`src/rtl/conv_window_seq_if.sv`:
```
// conv_window_seq_if
//   Bundles the sequencer's command inputs and its RAM/accumulator-facing
//   outputs into one port.
//   master : the window sequencer (drives RAM address, kernel tap, strobes)
//   slave  : the surrounding system (issues start/kernel, consumes outputs)
// Signals:
//   start      frame request, sampled only while the sequencer is idle
//   kernel     K*K binary kernel mask, bit (kr*K+kc), bit 0 = top-left
//   ram_addr   pixel read address (RAM has 1-cycle read latency)
//   ram_en     RAM read enable
//   ker_val    kernel bit aligned with the RAM data currently returned
//   res_rst    clear the accumulator for the next window
//   res_valid  accumulator holds a finished window sum this cycle
//   out_addr   output pixel index, valid with res_valid
//   busy       frame in progress
//   done       one-cycle pulse at frame end
interface conv_window_seq_if #(
    parameter int K  = 3,
    parameter int AW = 6
) ();
    logic              start;
    logic [K*K-1:0]    kernel;
    logic [AW-1:0]     ram_addr;
    logic              ram_en;
    logic              ker_val;
    logic              res_rst;
    logic              res_valid;
    logic [AW-1:0]     out_addr;
    logic              busy;
    logic              done;

    modport master (
        input  start, kernel,
        output ram_addr, ram_en, ker_val, res_rst, res_valid, out_addr, busy, done
    );

    modport slave (
        output start, kernel,
        input  ram_addr, ram_en, ker_val, res_rst, res_valid, out_addr, busy, done
    );
endinterface

```
`src/rtl/conv_window_seq.sv`:
```
// conv_window_seq
//   Walks a KxK window over a row-major IMG_W x IMG_H image held in a
//   synchronous RAM, without padding. For every window it clears the
//   downstream accumulator, issues the K*K pixel reads together with the
//   matching kernel bit (delayed one cycle to line up with RAM data), waits
//   for the last read to return, then flags the finished sum with its
//   output pixel index. Every output is a register.
// Ports:
//   clk   rising-edge clock
//   rstn  asynchronous active-low reset; abandons any frame in progress
//   bus   conv_window_seq_if.master (start/kernel in; RAM address/enable,
//         ker_val, res_rst, res_valid, out_addr, busy, done out)
module conv_window_seq #(
    parameter int IMG_W = 8,
    parameter int IMG_H = 8,
    parameter int K     = 3,
    parameter int AW    = 6
) (
    input  logic                   clk,
    input  logic                   rstn,
    conv_window_seq_if.master      bus
);

    localparam int KK    = K * K;
    localparam int OUT_W = IMG_W - K + 1;
    localparam int OUT_H = IMG_H - K + 1;

    localparam logic [AW-1:0] ONE      = AW'(1);
    localparam logic [AW-1:0] K_A      = AW'(K);
    localparam logic [AW-1:0] K_LAST   = AW'(K - 1);
    localparam logic [AW-1:0] IMG_W_A  = AW'(IMG_W);
    localparam logic [AW-1:0] OUT_W_A  = AW'(OUT_W);
    localparam logic [AW-1:0] COL_LAST = AW'(OUT_W - 1);
    localparam logic [AW-1:0] ROW_LAST = AW'(OUT_H - 1);

    typedef enum logic [2:0] {
        IDLE,
        CLEAR,
        TAP,
        FLUSH,
        WRITE,
        DONE
    } state_t;

    state_t          state_q;
    logic [KK-1:0]   kernel_q;
    logic [AW-1:0]   win_row_q;
    logic [AW-1:0]   win_col_q;
    logic [AW-1:0]   kr_q;
    logic [AW-1:0]   kc_q;
    logic [AW-1:0]   ram_addr_q;
    logic [AW-1:0]   out_addr_q;
    logic            ram_en_q;
    logic            ker_val_q;
    logic            res_rst_q;
    logic            res_valid_q;
    logic            busy_q;
    logic            done_q;

    logic [AW-1:0]   kr_d;
    logic [AW-1:0]   kc_d;
    logic [AW-1:0]   win_row_d;
    logic [AW-1:0]   win_col_d;
    logic [AW-1:0]   first_addr_d;
    logic [AW-1:0]   tap_addr_d;
    logic [AW-1:0]   out_addr_d;
    logic [AW-1:0]   tap_idx;
    logic [KK-1:0]   ker_shift;
    logic            ker_bit;
    logic            last_tap;
    logic            last_win;

    // Counter successors and address arithmetic. All products stay below
    // IMG_W*IMG_H, which fits AW bits, so AW-wide unsigned math is exact.
    always_comb begin
        last_tap = (kr_q == K_LAST) && (kc_q == K_LAST);
        last_win = (win_row_q == ROW_LAST) && (win_col_q == COL_LAST);

        kr_d = kr_q;
        kc_d = kc_q + ONE;
        if (kc_q == K_LAST) begin
            kc_d = '0;
            kr_d = kr_q + ONE;
        end

        win_row_d = win_row_q;
        win_col_d = win_col_q + ONE;
        if (win_col_q == COL_LAST) begin
            win_col_d = '0;
            win_row_d = win_row_q + ONE;
        end

        first_addr_d = win_row_q * IMG_W_A + win_col_q;
        // Only consumed when the current tap is not the last one, so kr_d
        // never runs past K-1 here.
        tap_addr_d   = (win_row_q + kr_d) * IMG_W_A + win_col_q + kc_d;
        out_addr_d   = win_row_q * OUT_W_A + win_col_q;

        tap_idx   = kr_q * K_A + kc_q;
        ker_shift = kernel_q >> tap_idx;
        ker_bit   = ker_shift[0];
    end

    // Control FSM. Outputs are loaded on the edge that enters the state in
    // which they must be visible, so each output reflects its state exactly.
    // ker_val is loaded during TAP with the bit of the tap being read, so it
    // lands in the same cycle as that tap's RAM data.
    always_ff @(posedge clk or negedge rstn) begin
        if (!rstn) begin
            state_q     <= IDLE;
            kernel_q    <= '0;
            win_row_q   <= '0;
            win_col_q   <= '0;
            kr_q        <= '0;
            kc_q        <= '0;
            ram_addr_q  <= '0;
            out_addr_q  <= '0;
            ram_en_q    <= 1'b0;
            ker_val_q   <= 1'b0;
            res_rst_q   <= 1'b0;
            res_valid_q <= 1'b0;
            busy_q      <= 1'b0;
            done_q      <= 1'b0;
        end else begin
            case (state_q)
                IDLE: begin
                    ker_val_q <= 1'b0;
                    if (bus.start) begin
                        kernel_q  <= bus.kernel;
                        win_row_q <= '0;
                        win_col_q <= '0;
                        kr_q      <= '0;
                        kc_q      <= '0;
                        busy_q    <= 1'b1;
                        res_rst_q <= 1'b1;
                        state_q   <= CLEAR;
                    end
                end

                CLEAR: begin
                    res_rst_q  <= 1'b0;
                    kr_q       <= '0;
                    kc_q       <= '0;
                    ram_en_q   <= 1'b1;
                    ram_addr_q <= first_addr_d;
                    ker_val_q  <= 1'b0;
                    state_q    <= TAP;
                end

                TAP: begin
                    ker_val_q <= ker_bit;
                    if (last_tap) begin
                        ram_en_q <= 1'b0;
                        state_q  <= FLUSH;
                    end else begin
                        kr_q       <= kr_d;
                        kc_q       <= kc_d;
                        ram_addr_q <= tap_addr_d;
                    end
                end

                FLUSH: begin
                    ker_val_q   <= 1'b0;
                    res_valid_q <= 1'b1;
                    out_addr_q  <= out_addr_d;
                    state_q     <= WRITE;
                end

                WRITE: begin
                    res_valid_q <= 1'b0;
                    if (last_win) begin
                        done_q  <= 1'b1;
                        state_q <= DONE;
                    end else begin
                        win_row_q <= win_row_d;
                        win_col_q <= win_col_d;
                        res_rst_q <= 1'b1;
                        state_q   <= CLEAR;
                    end
                end

                DONE: begin
                    done_q  <= 1'b0;
                    busy_q  <= 1'b0;
                    state_q <= IDLE;
                end

                default: begin
                    state_q <= IDLE;
                end
            endcase
        end
    end

    assign bus.ram_addr  = ram_addr_q;
    assign bus.ram_en    = ram_en_q;
    assign bus.ker_val   = ker_val_q;
    assign bus.res_rst   = res_rst_q;
    assign bus.res_valid = res_valid_q;
    assign bus.out_addr  = out_addr_q;
    assign bus.busy      = busy_q;
    assign bus.done      = done_q;

endmodule

```
`src/flat_wrapper.sv`:
```
// flat-port wrapper written by rule: the top's interface ports become plain ports
module conv_window_seq_flat 
#(
    parameter int IMG_W = 8,
    parameter int IMG_H = 8,
    parameter int K     = 3,
    parameter int AW    = 6
)
  (clk, rstn, bus_start, bus_kernel, bus_ram_addr, bus_ram_en, bus_ker_val, bus_res_rst, bus_res_valid, bus_out_addr, bus_busy, bus_done);
  conv_window_seq_if #(.K(K), .AW(AW)) bus_i ();
  input  logic clk;
  input  logic rstn;
  input wire logic [$bits(bus_i.start)-1:0] bus_start;
  input wire logic [$bits(bus_i.kernel)-1:0] bus_kernel;
  output wire logic [$bits(bus_i.ram_addr)-1:0] bus_ram_addr;
  output wire logic [$bits(bus_i.ram_en)-1:0] bus_ram_en;
  output wire logic [$bits(bus_i.ker_val)-1:0] bus_ker_val;
  output wire logic [$bits(bus_i.res_rst)-1:0] bus_res_rst;
  output wire logic [$bits(bus_i.res_valid)-1:0] bus_res_valid;
  output wire logic [$bits(bus_i.out_addr)-1:0] bus_out_addr;
  output wire logic [$bits(bus_i.busy)-1:0] bus_busy;
  output wire logic [$bits(bus_i.done)-1:0] bus_done;
  assign bus_i.start = bus_start;
  assign bus_i.kernel = bus_kernel;
  assign bus_ram_addr = bus_i.ram_addr;
  assign bus_ram_en = bus_i.ram_en;
  assign bus_ker_val = bus_i.ker_val;
  assign bus_res_rst = bus_i.res_rst;
  assign bus_res_valid = bus_i.res_valid;
  assign bus_out_addr = bus_i.out_addr;
  assign bus_busy = bus_i.busy;
  assign bus_done = bus_i.done;
  conv_window_seq #(.IMG_W(IMG_W), .IMG_H(IMG_H), .K(K), .AW(AW)) u_core (.clk(clk), .rstn(rstn), .bus(bus_i));
endmodule
```
`config.mk`:
```
export PLATFORM = sky130hd
export DESIGN_NAME = conv_window_seq_flat
export DESIGN_NICKNAME = d
export VERILOG_FILES = /design/src/rtl/conv_window_seq_if.sv /design/src/rtl/conv_window_seq.sv /design/src/flat_wrapper.sv
export SDC_FILE = /design/constraint.sdc
export NUM_CORES = 1
export LEC_CHECK = 0
export CORE_MARGIN = 5
export CORE_UTILIZATION = 32
export DETAILED_ROUTE_END_ITERATION = 7
export GPL_ROUTABILITY_DRIVEN = 0
export SYNTH_ARGS = -nofsm -noshare
export SYNTH_HDL_FRONTEND = slang
export SYNTH_SLANG_ARGS = --single-unit
```
`constraint.sdc`:
```
create_clock -name clk -period 5.5 [get_ports clk]
set_input_delay 1.1 -clock clk [delete_from_list [all_inputs] [get_ports clk]]
set_output_delay 1.1 -clock clk [all_outputs]
set_load 0.02 [all_outputs]
```
==> flow_metrics.tcl <==
set metrics [dict create \
    hold_path_class "reg2reg" \
    crit_arrival_ps 4220 \
    rr_endpoint "u_core.bus.ram_addr[5]" \
    numClockSinks 54 \
    grt_max_degree 55 \
    setup_tns_ps 0 \
    worst-path-max-fanout 10 \
    maxSlewViolCount 0 \
    syn_inst 350 \
    required_ps 5660 \
    synth_warnings 0 \
    relSlewSlack_pct 32.38 \
    grt_pass1_wl_mm 13.12 \
    syn_to_final_growth_pct 14.93 \
    clock-root-buffer "clkbuf_16" \
    rsz0062_at_grt "no" \
    reg2reg_from "u_core.kc_q[0]" \
    ys_ff_latch 54 \
    clk_latency_ps 300 \
    rr_worst_depth 17 \
    drc 0 \
    synth-edff-count 0 \
    final_nets 436 \
    path_clk_slew_ps 70 \
    cts_inserted_buffers 5 \
    routed_wl_mm 7.485 \
    grt_use_total_pct 12.13 \
    initial_core_util_pct 32.26 \
    period_needed_ps 4058 \
    multi_input_area_um2 2100 \
    cts_resized 0 \
    min_to "u_core.kr_q[5]" \
    setup_violations 0 \
    hold_path_depth 1 \
    min_from "u_core.kr_q[5]" \
    netlist_area_um2 3636 \
    grt_pass1_vias 2669 \
    die_width_um 116.6 \
    routedWlPerCell_um 14.37 \
    dpl.cell_count 513 \
    leakage_uw 0.001933 \
    fill_cells 1130 \
    skew_ps 9.108 \
    worstSetupPathType "reg2reg" \
    drtIter0Drc 114 \
    cap_violations 0 \
    antenna_found_initial 0 \
    cts.htree.levels 2 \
    grt_overflow 0 \
    postSynthNetCount 409 \
    seqCellArea_um2 1351 \
    fp.dieH_um 116.6 \
    cts.path.max_buffers 2 \
    design_area_um2 4179 \
    ys.flop_type "dfrtp_1" \
    post_cts_buffers 0 \
    antenna_cells 0 \
    ant_nets 0 \
    ys_types 50 \
    outcome "finished, final reports clean" \
    fp-row-count 39 \
    synth-async-reset-ratio_pct 100.0 \
    viasPerCell 4.831 \
    placed_area_um2 4031 \
    drive_gt1_share_pct 9.524 \
    fp.dieArea_um2 13590 \
    power.total_uw 1824 \
    vdd_drop_max_mv 0.1736 \
    period_share_pct 73.78 \
    cp-end-kind "register" \
    ios 30 \
    core_um2 11270 \
    fmax_mhz 246.4 \
    avgSynthCellArea_um2 10.39 \
    final_hold_viol_count 0 \
    cts_tree "done" \
    power.density_nw_per_um2 436.6 \
    crit_start "u_core.kc_q[0]" \
    port-buffer-count 29 \
    cp-start-kind "register" \
    routed-via-count 2517 \
    stdcell_count 521 \
    dr.pass1.iters 4 \
    hpwl_mm 5.661 \
    rrSetupSlack_ps 1440 \
    hold_buffers 0 \
    synth_seq_area_share_pct 37.16 \
    tightest_slew_ps 1009 \
]
## worst max-delay path, cell delays in order (launching register included)
cell and delay, ps:
dfrtp_1 450, inv_1 90, ha_1 150, nor4b_4 250, and2_1 400, xnor2_1 120, ha_1 210, fa_1 480
inv_1 50, fa_1 490, inv_1 40, ha_1 300, nor2_1 50, a21oi_1 140, xor2_1 160, xnor3_1 400
nand2_1 70, a31oi_1 80
## flip-flops by register name (all words and copies together) (netlist names), 3 cells and up
signal,flops
u_core.bus.out_addr,6
u_core.bus.ram_addr,6
u_core.kc_q,6
u_core.kernel_q,9
u_core.kr_q,6
u_core.state_q,3
u_core.win_col_q,6
u_core.win_row_q,6
## layer usage
metal	global-route usage, %	wire length, um
met1	16.54	3617
met2	18.12	3357
met3	2.953	281
met4	5.734	228
met5	0	0
## metrics by stage
| stage | hold WS [ps] | setup slack (ps) | util [%] |
|---|---|---|---|
| 6_report | 490.5 | 1442 | 37.07 |
| 5_1_grt | 522.1 | 1123 | 37.07 |
| 4_1_cts | 490.8 | 1426 | 37.07 |
| 3_5_place_dp | 478.2 | 1462 | 35.76 |
| 3_3_place_gp | 466.7 | 1539 | 35.76 |
| 2_1_floorplan | 445.1 | 1811 | - |
## how the worst max path moves through the flow
| stage | end | slack (ps) |
|---|---|---|
| CTS | u_core.bus.ram_addr[5] | 1430 |
| finish | u_core.bus.ram_addr[5] | 1440 |
| detailed placement | u_core.bus.ram_addr[5] | 1460 |
| global route | u_core.bus.ram_addr[5] | 1120 |
| global placement | u_core.bus.ram_addr[5] | 1540 |
| floorplan | u_core.bus.ram_addr[5] | 1810 |
## power breakdown
group | leakage (uW) | switching [uW] | internal, uW | total (uW)
clock | 0.0000739 | 144 | 181 | 325
combinational | 0.00116 | 453 | 390 | 843
sequential | 0.000699 | 139 | 517 | 656
## cell type report
| cell class | instances | area share, % |
|---|---|---|
| timing repair buffer | 30 | 7.006 |
| clock buffer | 7 | 3.413 |
| clock inverter | 1 | 0.1198 |
| sequential | 54 | 32.34 |
| multi-input combinational | 257 | 50.24 |
| inverter | 29 | 2.605 |
| tap | 143 | 4.281 |
## layout by cell type (no fill, tap or decap), types with 2 or more instances in the layout
| cell type | instances |
|---|---|
| mux4_2 | 2 |
| nand3_1 | 9 |
| nand4_1 | 7 |
| clkbuf_16 | 5 |
| xnor2_1 | 20 |
| a21oi_1 | 22 |
| mux2_2 | 13 |
| o21ai_0 | 19 |
| a31oi_1 | 3 |
| mux2i_1 | 4 |
| dfrtp_1 | 54 |
| nand2_1 | 20 |
| ha_1 | 35 |
| a22o_1 | 3 |
| o31ai_1 | 4 |
| nor2_1 | 33 |
| clkdlybuf4s50_1 | 28 |
| a21o_1 | 7 |
| and3_1 | 4 |
| fa_1 | 12 |
| nand2b_1 | 3 |
| inv_1 | 28 |
| xor2_1 | 12 |
| and2_1 | 3 |
## cells by family after synthesis
family                     count (synthesis)  synth area share (%)
buffers and inverters                     39                 5.093
DFF                                       54                 37.16
muxes                                     20                 6.779
xor gates and xnor gates                  33                 8.328
AOI/OAI and AO/OA                         67                 11.29
and+or+nand+nor                           90                 12.70
adders and majority gates                 47                 18.65
## synthesized netlist by cell type, types with 2 or more instances
library cell  instances  area, um2
nor2_1               33      123.9
buf_2                 3      15.01
mux4_2                2      45.04
inv_1                28      105.1
xnor2_1              20      175.2
and2_1                3      18.77
nand2b_1              3      18.77
mux2_2               13      146.4
nand3_1               9      45.04
mux2i_1               4      40.04
a21oi_1              22      110.1
o21ai_0              19      95.09
fa_1                 12      240.2
xor2_1               12      105.1
a21o_1                7      52.55
dfrtp_1              54       1351
nand4_1               7      43.79
clkbuf_8              2      27.53
clkbuf_1              2      7.510
buf_4                 2      15.01
a31oi_1               3      18.77
o31ai_1               4      30.03
nand2_1              20      75.07
ha_1                 35      437.9
a22o_1                3      26.28
and3_1                4      25.02
Note: power is estimated with default switching activity, not from simulation.
